`src/rtl/hazard_unit_mc.sv`:
```
// Hazard unit for the F/D/E/M/W pipeline: RAW forwarding into E, load-use
// stalls of LOAD_LAT cycles, multi-cycle execute stalls, branch/jump redirect
// with flush, and a saturating count of cycles in which the PC is held.
//
// state    | meaning
// ---------+--------------------------------------------------------------
// RUN      | normal flow; hazards, redirects and mc ops evaluated here
// LD_STALL | extra load-use stall cycles, ld_cnt counts the remaining ones
// MC_STALL | waiting for the multi-cycle unit to raise mc_done
module hazard_unit_mc #(
  parameter int RA_W     = 5,
  parameter int LOAD_LAT = 1,
  parameter int CNT_W    = 16
) (
  input  logic             clk,
  input  logic             rst,
  input  logic [RA_W-1:0]  d_rs1,
  input  logic [RA_W-1:0]  d_rs2,
  input  logic             d_rs1_used,
  input  logic             d_rs2_used,
  input  logic [RA_W-1:0]  e_rs1,
  input  logic [RA_W-1:0]  e_rs2,
  input  logic [RA_W-1:0]  e_rd,
  input  logic             e_rs1_used,
  input  logic             e_rs2_used,
  input  logic             e_is_load,
  input  logic [RA_W-1:0]  m_rd,
  input  logic             m_we,
  input  logic             m_is_load,
  input  logic [RA_W-1:0]  w_rd,
  input  logic             w_we,
  input  logic             mc_start,
  input  logic             mc_done,
  input  logic             branch,
  input  logic             branch_taken,
  input  logic             jump,
  output logic [1:0]       fwd_a,
  output logic [1:0]       fwd_b,
  output logic             pc_en,
  output logic             f_d_en,
  output logic             d_e_en,
  output logic             e_m_en,
  output logic             de_bubble,
  output logic             em_bubble,
  output logic             pc_src,
  output logic             flush,
  output logic [CNT_W-1:0] stall_cycles
);

  typedef enum logic [1:0] {
    RUN      = 2'd0,
    LD_STALL = 2'd1,
    MC_STALL = 2'd2
  } state_t;

  // The detection cycle is the first stall cycle, so LD_STALL covers the rest.
  localparam logic [2:0] LD_INIT = 3'(LOAD_LAT - 1);

  state_t     state, state_nx;
  logic [2:0] ld_cnt, ld_cnt_nx;
  logic       luh, redirect, mc_wait;
  logic [1:0] fwd_a_raw, fwd_b_raw;

  // Hazard decode shared by next-state and output logic.
  always_comb begin
    luh = e_is_load && (e_rd != '0) &&
          ((d_rs1_used && (d_rs1 == e_rd)) || (d_rs2_used && (d_rs2 == e_rd)));
    redirect = (branch && branch_taken) || (!branch && jump);
    mc_wait  = mc_start && !mc_done;
  end

  // Forwarding selects; M has priority, a load in M cannot forward yet.
  always_comb begin
    fwd_a_raw = 2'b00;
    fwd_b_raw = 2'b00;
    if (e_rs1_used && m_we && !m_is_load && (m_rd == e_rs1) && (m_rd != '0))
      fwd_a_raw = 2'b01;
    else if (e_rs1_used && w_we && (w_rd == e_rs1) && (w_rd != '0))
      fwd_a_raw = 2'b10;
    if (e_rs2_used && m_we && !m_is_load && (m_rd == e_rs2) && (m_rd != '0))
      fwd_b_raw = 2'b01;
    else if (e_rs2_used && w_we && (w_rd == e_rs2) && (w_rd != '0))
      fwd_b_raw = 2'b10;
  end

  // State register and load-stall down-counter.
  always_ff @(posedge clk or negedge rst) begin
    if (!rst) begin
      state  <= RUN;
      ld_cnt <= 3'd0;
    end else begin
      state  <= state_nx;
      ld_cnt <= ld_cnt_nx;
    end
  end

  // Next-state logic; mc_start outranks redirect, redirect outranks luh.
  always_comb begin
    state_nx  = state;
    ld_cnt_nx = ld_cnt;
    case (state)
      RUN: begin
        if (mc_wait) begin
          state_nx = MC_STALL;
        end else if (redirect) begin
          state_nx = RUN;
        end else if (luh && (LOAD_LAT > 1)) begin
          state_nx  = LD_STALL;
          ld_cnt_nx = LD_INIT;
        end
      end
      LD_STALL: begin
        ld_cnt_nx = ld_cnt - 3'd1;
        if (ld_cnt == 3'd1) state_nx = RUN;
      end
      MC_STALL: begin
        if (mc_done) state_nx = RUN;
      end
      default: begin
        state_nx  = RUN;
        ld_cnt_nx = 3'd0;
      end
    endcase
  end

  // Output decode; while reset is asserted every output sits at its idle value.
  always_comb begin
    fwd_a     = 2'b00;
    fwd_b     = 2'b00;
    pc_en     = 1'b1;
    f_d_en    = 1'b1;
    d_e_en    = 1'b1;
    e_m_en    = 1'b1;
    de_bubble = 1'b0;
    em_bubble = 1'b0;
    pc_src    = 1'b0;
    flush     = 1'b0;
    if (rst) begin
      fwd_a = fwd_a_raw;
      fwd_b = fwd_b_raw;
      case (state)
        RUN: begin
          if (mc_wait) begin
            pc_en     = 1'b0;
            f_d_en    = 1'b0;
            d_e_en    = 1'b0;
            e_m_en    = 1'b0;
            em_bubble = 1'b1;
          end else if (redirect) begin
            pc_src = 1'b1;
            flush  = 1'b1;
          end else if (luh) begin
            pc_en     = 1'b0;
            f_d_en    = 1'b0;
            de_bubble = 1'b1;
          end
        end
        LD_STALL: begin
          pc_en     = 1'b0;
          f_d_en    = 1'b0;
          de_bubble = 1'b1;
        end
        MC_STALL: begin
          if (!mc_done) begin
            pc_en     = 1'b0;
            f_d_en    = 1'b0;
            d_e_en    = 1'b0;
            e_m_en    = 1'b0;
            em_bubble = 1'b1;
          end
        end
        default: begin
          pc_en = 1'b1;
        end
      endcase
    end
  end

  // Saturating count of cycles with the PC held.
  always_ff @(posedge clk or negedge rst) begin
    if (!rst) begin
      stall_cycles <= '0;
    end else if (!pc_en && (stall_cycles != '1)) begin
      stall_cycles <= stall_cycles + 1'b1;
    end
  end

endmodule

```
`config.mk`:
```
export PLATFORM = sky130hd
export DESIGN_NAME = hazard_unit_mc
export DESIGN_NICKNAME = d
export VERILOG_FILES = /design/src/rtl/hazard_unit_mc.sv
export SDC_FILE = /design/constraint.sdc
export NUM_CORES = 1
export LEC_CHECK = 0
export BUFFER_PORTS_ARGS = -buffer_cell sky130_fd_sc_hd__buf_2
export CAP_MARGIN = 20
export CORE_MARGIN = 4
export CORE_UTILIZATION = 39
export CTS_CLUSTER_DIAMETER = 200
export DETAILED_ROUTE_END_ITERATION = 10
export PLACE_DENSITY_LB_ADDON = 0.12
export SETUP_SLACK_MARGIN = 0.3
export SYNTH_ARGS = -nofsm -noshare
export SYNTH_HDL_FRONTEND = slang
export SYNTH_SLANG_ARGS = --single-unit
```
`constraint.sdc`:
```
create_clock -name clk -period 1.9 [get_ports clk]
set_clock_uncertainty 0.05 [all_clocks]
set_input_delay 0.38 -clock clk [delete_from_list [all_inputs] [get_ports clk]]
set_output_delay 0.38 -clock clk [all_outputs]
set_load 0.005 [all_outputs]
```
# ---- Yosys cells after proc, flatten, opt, wreduce, memory -nomap -nowiden
# Index checks and enable logic that the tools add are counted.
dict set report totals {
  in_bits 50
  reg_bits 21
  word_cells 86
  output_inout_bits 28
}
dict set report classes {
  n_eq_ne 13
  n_mux 34
  n_addsub 2
  n_reduce_logical 34
}
# operator n
set op_table {}
lappend op_table {{$eq A5 B5 Y1} 6}
lappend op_table {{$logic_and A1 B1 Y1} 22}
lappend op_table {{$mux W2} 10}
lappend op_table {{$mux W1} 18}
lappend op_table {{$add A16 B1 Y16 const B} 1}
lappend op_table {{$ne A16 B16 Y1 const B} 1}
lappend op_table {{$reduce_bool A5 Y1} 3}
lappend op_table {{$pmux W1 S2} 3}
lappend op_table {{$pmux W2 S3} 1}
lappend op_table {{$pmux W3 S2} 1}
lappend op_table {{$logic_not A1 Y1} 4}
lappend op_table {{$ne A2 B2 Y1 const B} 2}
lappend op_table {{$eq A3 B1 Y1 const B} 1}
lappend op_table {{$ne A3 B3 Y1 const B} 1}
lappend op_table {{$pmux W1 S3} 1}
lappend op_table {{$reduce_and A3 Y1} 1}
lappend op_table {{$sub A3 B1 Y3 const B} 1}
lappend op_table {{$eq A2 B1 Y1 const B} 1}
lappend op_table {{$eq A2 B2 Y1 const B} 1}
lappend op_table {{$logic_not A2 Y1} 1}
lappend op_table {{$logic_or A1 B1 Y1} 2}
lappend op_table {{$reduce_or A2 Y1} 1}

# ---- Logic depth before layout (Yosys ltp)
dict set report logic_depth {
  word_depth 11
  depth_mapped 8
  mapped_depth_nobuf 7
}

# ---- Worst setup path before layout
# No wires, ideal clock.
dict set report synth_path {
  kind {register to register}
  from {reg stall_cycles[3]}
  to {reg stall_cycles[15]}
  synth_period_minus_slack_ns 1.925
  n_path_buf 1
  setup_slack_ns -0.025
  required_ns 1.727
  setup_time_ns 0.123
  stages_incl_launch_ff 9
  t_arrival_ns 1.752
  cell_sequence {dfrtp_1 -> and4_4 -> and3_4 -> and3_4 -> a41oi_2 -> a21boi_4 -> buf_6 -> nand4_1 -> xnor2_1}
}
dict set report synth_via {
  elab_chain_cells 2
  elab_cells_between_ends 3
  cone_classes {add/sub (1); eq/ne (1); reduce/logical (1)}
}
# element line
set synth_rtl {}
lappend synth_rtl {{start, declared} 47} ;# output logic [CNT_W-1:0] stall_cycles
lappend synth_rtl {{start signal, assigned} 184} ;# stall_cycles <= stall_cycles + 1'b1;
lappend synth_rtl {{parallel branches: the longest is 2 deep, another holds $add A16 B1 Y16} n/a}
# Several ways; the timed one is not identified.
# A chain may end at the register's enable or synchronous reset.

# ---- Worst setup path after layout
dict set report layout_path {
  from {in e_rd[2]}
  to {out pc_en}
}
dict set report layout_via {
  elab_chain_cells 9
  elab_cells_between_ends 13
  cone_classes {eq/ne (2); mux (5); reduce/logical (6)}
}
# element line
set layout_rtl {}
lappend layout_rtl {{start, declared} 23} ;# input logic [RA_W-1:0] e_rd,
lappend layout_rtl {{$eq A5 B5 Y1} 67} ;# ((d_rs1_used && (d_rs1 == e_rd)) || (d_rs2_used && (d_rs2 == e_rd)));
lappend layout_rtl {{$logic_and A1 B1 Y1} 67}
lappend layout_rtl {{$logic_or A1 B1 Y1} 67}
lappend layout_rtl {{$logic_and A1 B1 Y1 *} 66} ;# luh = e_is_load && (e_rd != '0) &&
lappend layout_rtl {{$mux W1 *} 152} ;# end else if (luh) begin
lappend layout_rtl {{$mux W1 *} 149} ;# end else if (redirect) begin
lappend layout_rtl {{$mux W1 *} 143} ;# if (mc_wait) begin
lappend layout_rtl {{$pmux W1 S3 *} 141} ;# case (state)
lappend layout_rtl {{$mux W1 *} 138} ;# if (rst) begin
lappend layout_rtl {{end, declared} 39} ;# output logic pc_en,
# Mark *: on every way between the ends. The rest lies on a longest branch, timed or not.

==> summary.md <==
| Metric | Value |
|---|---|
| Comb pwr share | `between 50% and 60%` |
| Internal | `~0.00084 W` |
| Post-synth EDFFs | `0` |
| Clock share of power | `around 15%` |
| Final worst setup slack | `-0.128 ns` |
| Routed WL per cell | `15.1 um` |
| Final Non-Filler Cells | `slightly below 300` |
| CP required | `1.47 ns` |
| Cell at the root of the clock tree | `clkbuf_4` |
| Hpwl dp | `3170 um` |
| Crit path capture type | `output pin` |
| Hold crit path type | `in2async` |
| # IOs | `between 70 and 80` |
| Leakage | `1.10 nW` |
| Syn. warnings | `0` |
| First-pass GRT wire length | `6810 um` |
| Fin crit period | `2.03 ns` |
| Worst slew margin | `approximately 68%` |
| Final period util | `107%` |
| H-tree depth | `1` |
| Fraction of layout cells with a size suffix above 1 | `roughly three fifths` |
| CTS tree | `built` |
| Async set-or-reset flop fraction in the synthesized netlist | `100%` |
| CTS Sinks | `17` |
| Met1 Use GR | `22.1%` |
| Nets | `301` |
| Achievable Freq | `roughly 490 MHz` |
| CP Launch Type | `input pin` |
| Vias | `1459` |
| Clk Latency, worst-skew pair | `0.30 ns` |
| # DRC | `0` |
| ANT nets after route | `0` |
| Clock tree buffer depth | `2` |
| Worst vdd ir | `0.000550 V` |
| Synth Register Bits | `17` |
| Status | `finished, violations left` |
| Top cells by area, synth | `dfrtp_1 33%, xnor2_1 24%, xor2_1 6.1%` |
| Sequential share of power | `34.8%` |
| # placed instances | `273` |
| Avg Cell Area, Syn | `roughly 9.3 um2` |
| Top-area cell type share of the netlist area | `between 30 and 40%` |
| GRT busiest layer | `met2` |
| MaxCap Viol Count | `0` |
| Clock-pin slew on the worst setup and hold paths | `0.10 ns` |
| Max-slew violations | `0` |
| Post-Syn Instances | `140` |
| Endpoints failing setup | `8` |
| GP Congestion | `0.738` |
| Post-synthesis sequential area ratio | `32.7%` |
| Syn nets | `191` |
| GR Util met3 | `4.44%` |
| Fin. Hold Viols | `0` |
| RSZ-0062 raised after global routing | `true` |
| Initial antenna violation count | `0` |
| Core area | `3130 um2` |
| CP max FO | `3` |
| I/O Buffers | `77` |
| Number of diodes | `0` |
| DR iter-0 viols | `50` |
| Commonest non-fill, non-tap cell in the layout | `buf_2` |
| Horiz. Die Dim | `65.7 um` |
| Sw Share | `35.1%` |
| Mapped Area | `1300 um2` |
| Worst reg-to-reg setup slack | `-0.03 ns` |
| Design area | `2300 um2` |
| Vias in the first global route | `~1500` |
| Die area | `approximately 4300 um2` |
| Initial core utilization | `41.6%` |
| GRT Util Overall | `20.2%` |
| P per Cell Area | `around 570 nW/um2` |
| Tot Pwr | `0.00130 W` |
| Cell Rows | `20` |
| Final design utilization | `between 70% and 80%` |
| Num CTS Buffers | `3` |
| Failing checks | `setup timing` |
| Main synth FF type | `dfrtp_1` |
| Most frequent cells in the layout | `71 x buf_2, 29 x xnor2_1, 22 x buf_4` |
| Data arrival time of the worst path | `~1.6 ns` |
| Drt pass-1 iters | `4` |
| Gr ovfl total | `0` |
| Placed inst area | `1890 um2` |
| Routed WL | `4430 um` |
| Switching power total | `0.000457 W` |
| Setup Crit Path Kind | `in2out` |
| Die Y | `between 60 and 70 um` |
| Netlist cell types | `30` |
| Area delta synth->final | `76.7%` |
| Met2 usage | `38.5%` |
| Synth area leader | `dfrtp_1` |
| Vias/cell | `4.98` |
| Worst-Margin Slew | `roughly 0.47 ns` |
| Pin count of the biggest net entering global routing | `17` |
## state kept, by name, indices dropped and copies added (netlist names)
signal / flops
stall_cycles: 16
state: 1
## kinds of logic (layout without fill, tap and decap cells)
kind of cell / after synthesis / after routing / synth area share [%]
flip-flops: 17 / 17 / 32.7
adder cells (fa/ha/maj): 1 / 1 / 0.962
buffers and inverters: 9 / 118 / 4.04
XOR/XNOR: 45 / 45 / 30.3
AO/OA/AOI/OAI: 7 / 7 / 5.68
multiplexers: 2 / 2 / 1.64
AND/OR/NAND/NOR: 59 / 59 / 24.6
## per-stage QoR
stage / TNS [ns] / setup slack (ns) / hold WS (ns)
2_1_floorplan: 0 / 0.0105 / 0.0344
3_3_place_gp: -1.87 / -0.138 / 0.165
3_5_place_dp: -3.06 / -0.228 / 0.164
4_1_cts: -0.291 / -0.0711 / 0.0854
5_1_grt: -1.39 / -0.156 / 0.108
6_report: -0.458 / -0.128 / 0.0795
## metal layers
| metal | part of all wire, % | up-vias |
|---|---|---|
| li1 | - | 705 |
| met1 | 37 | 688 |
| met2 | 54 | 60 |
| met3 | 7.5 | 6 |
| met4 | 0.95 | 0 |
| met5 | 0 | - |
## worst max-delay path: stages
cell and delay [ns]:
buf_8 0.10, or4_4 0.54, o2111ai_4 0.25, nand2_2 0.11, nand2_2 0.09, buf_2 0.12
## area by class of cell
class	instances	area (um2)
Multi-Input combinational cell	114	1040
Fill cell	231	831
Timing Repair Buffer	111	734
Sequential cell	17	425
Tap cell	44	55.1
Clock buffer	4	26.3
Inverter	3	11.3
## Yosys cell counts, types with 3 or more instances
library cell and count:
xnor2_1 36, dfrtp_1 17, inv_1 3, buf_4 3, nand2_1 15, nor3_1 4
nor2_1 6, or4_1 3, nand4_1 9, nand3_1 9, and2_1 4, xor2_1 9
## worst paths after layout
path / start / depth (start not counted) / endpoint
hold / removal: rst / 2 / stall_cycles[10]$_DFFE_PN0P_
hold reg to reg: stall_cycles[13]$_DFFE_PN0P_ / 1 / stall_cycles[13]$_DFFE_PN0P_
setup / recovery: e_rd[2] / 6 / pc_en
setup reg to reg: stall_cycles[3]$_DFFE_PN0P_ / 7 / stall_cycles[1]$_DFFE_PN0P_
min in group clk: mc_done / 2 / state[1]$_DFFE_PN0P_
max in group asynchronous: rst / 2 / state[1]$_DFFE_PN0P_
## repair_timing
item / 4_1_cts / 5_1_grt
setup endpoints to repair: 25 / 28
buffers inserted: 12 / 2
gates cloned: 1 / 0
hold buffers: 1 / 0
endpoints found under the hold margin: 1 / 0
pin swaps: 21 / 18
gates resized for setup: 28 / 26
## power by group through the flow
stage / registers, W / logic (W) / clock network (W)
floorplan: 0.000488 / 0.000224 / 0
global placement: 0.000458 / 0.000494 / 0
detailed placement: 0.000462 / 0.000511 / 0
CTS: 0.000454 / 0.000599 / 0.000205
global route: 0.000466 / 0.000709 / 0.000219
finish: 0.000453 / 0.000650 / 0.000198
Note: power is estimated with default switching activity, not from simulation.
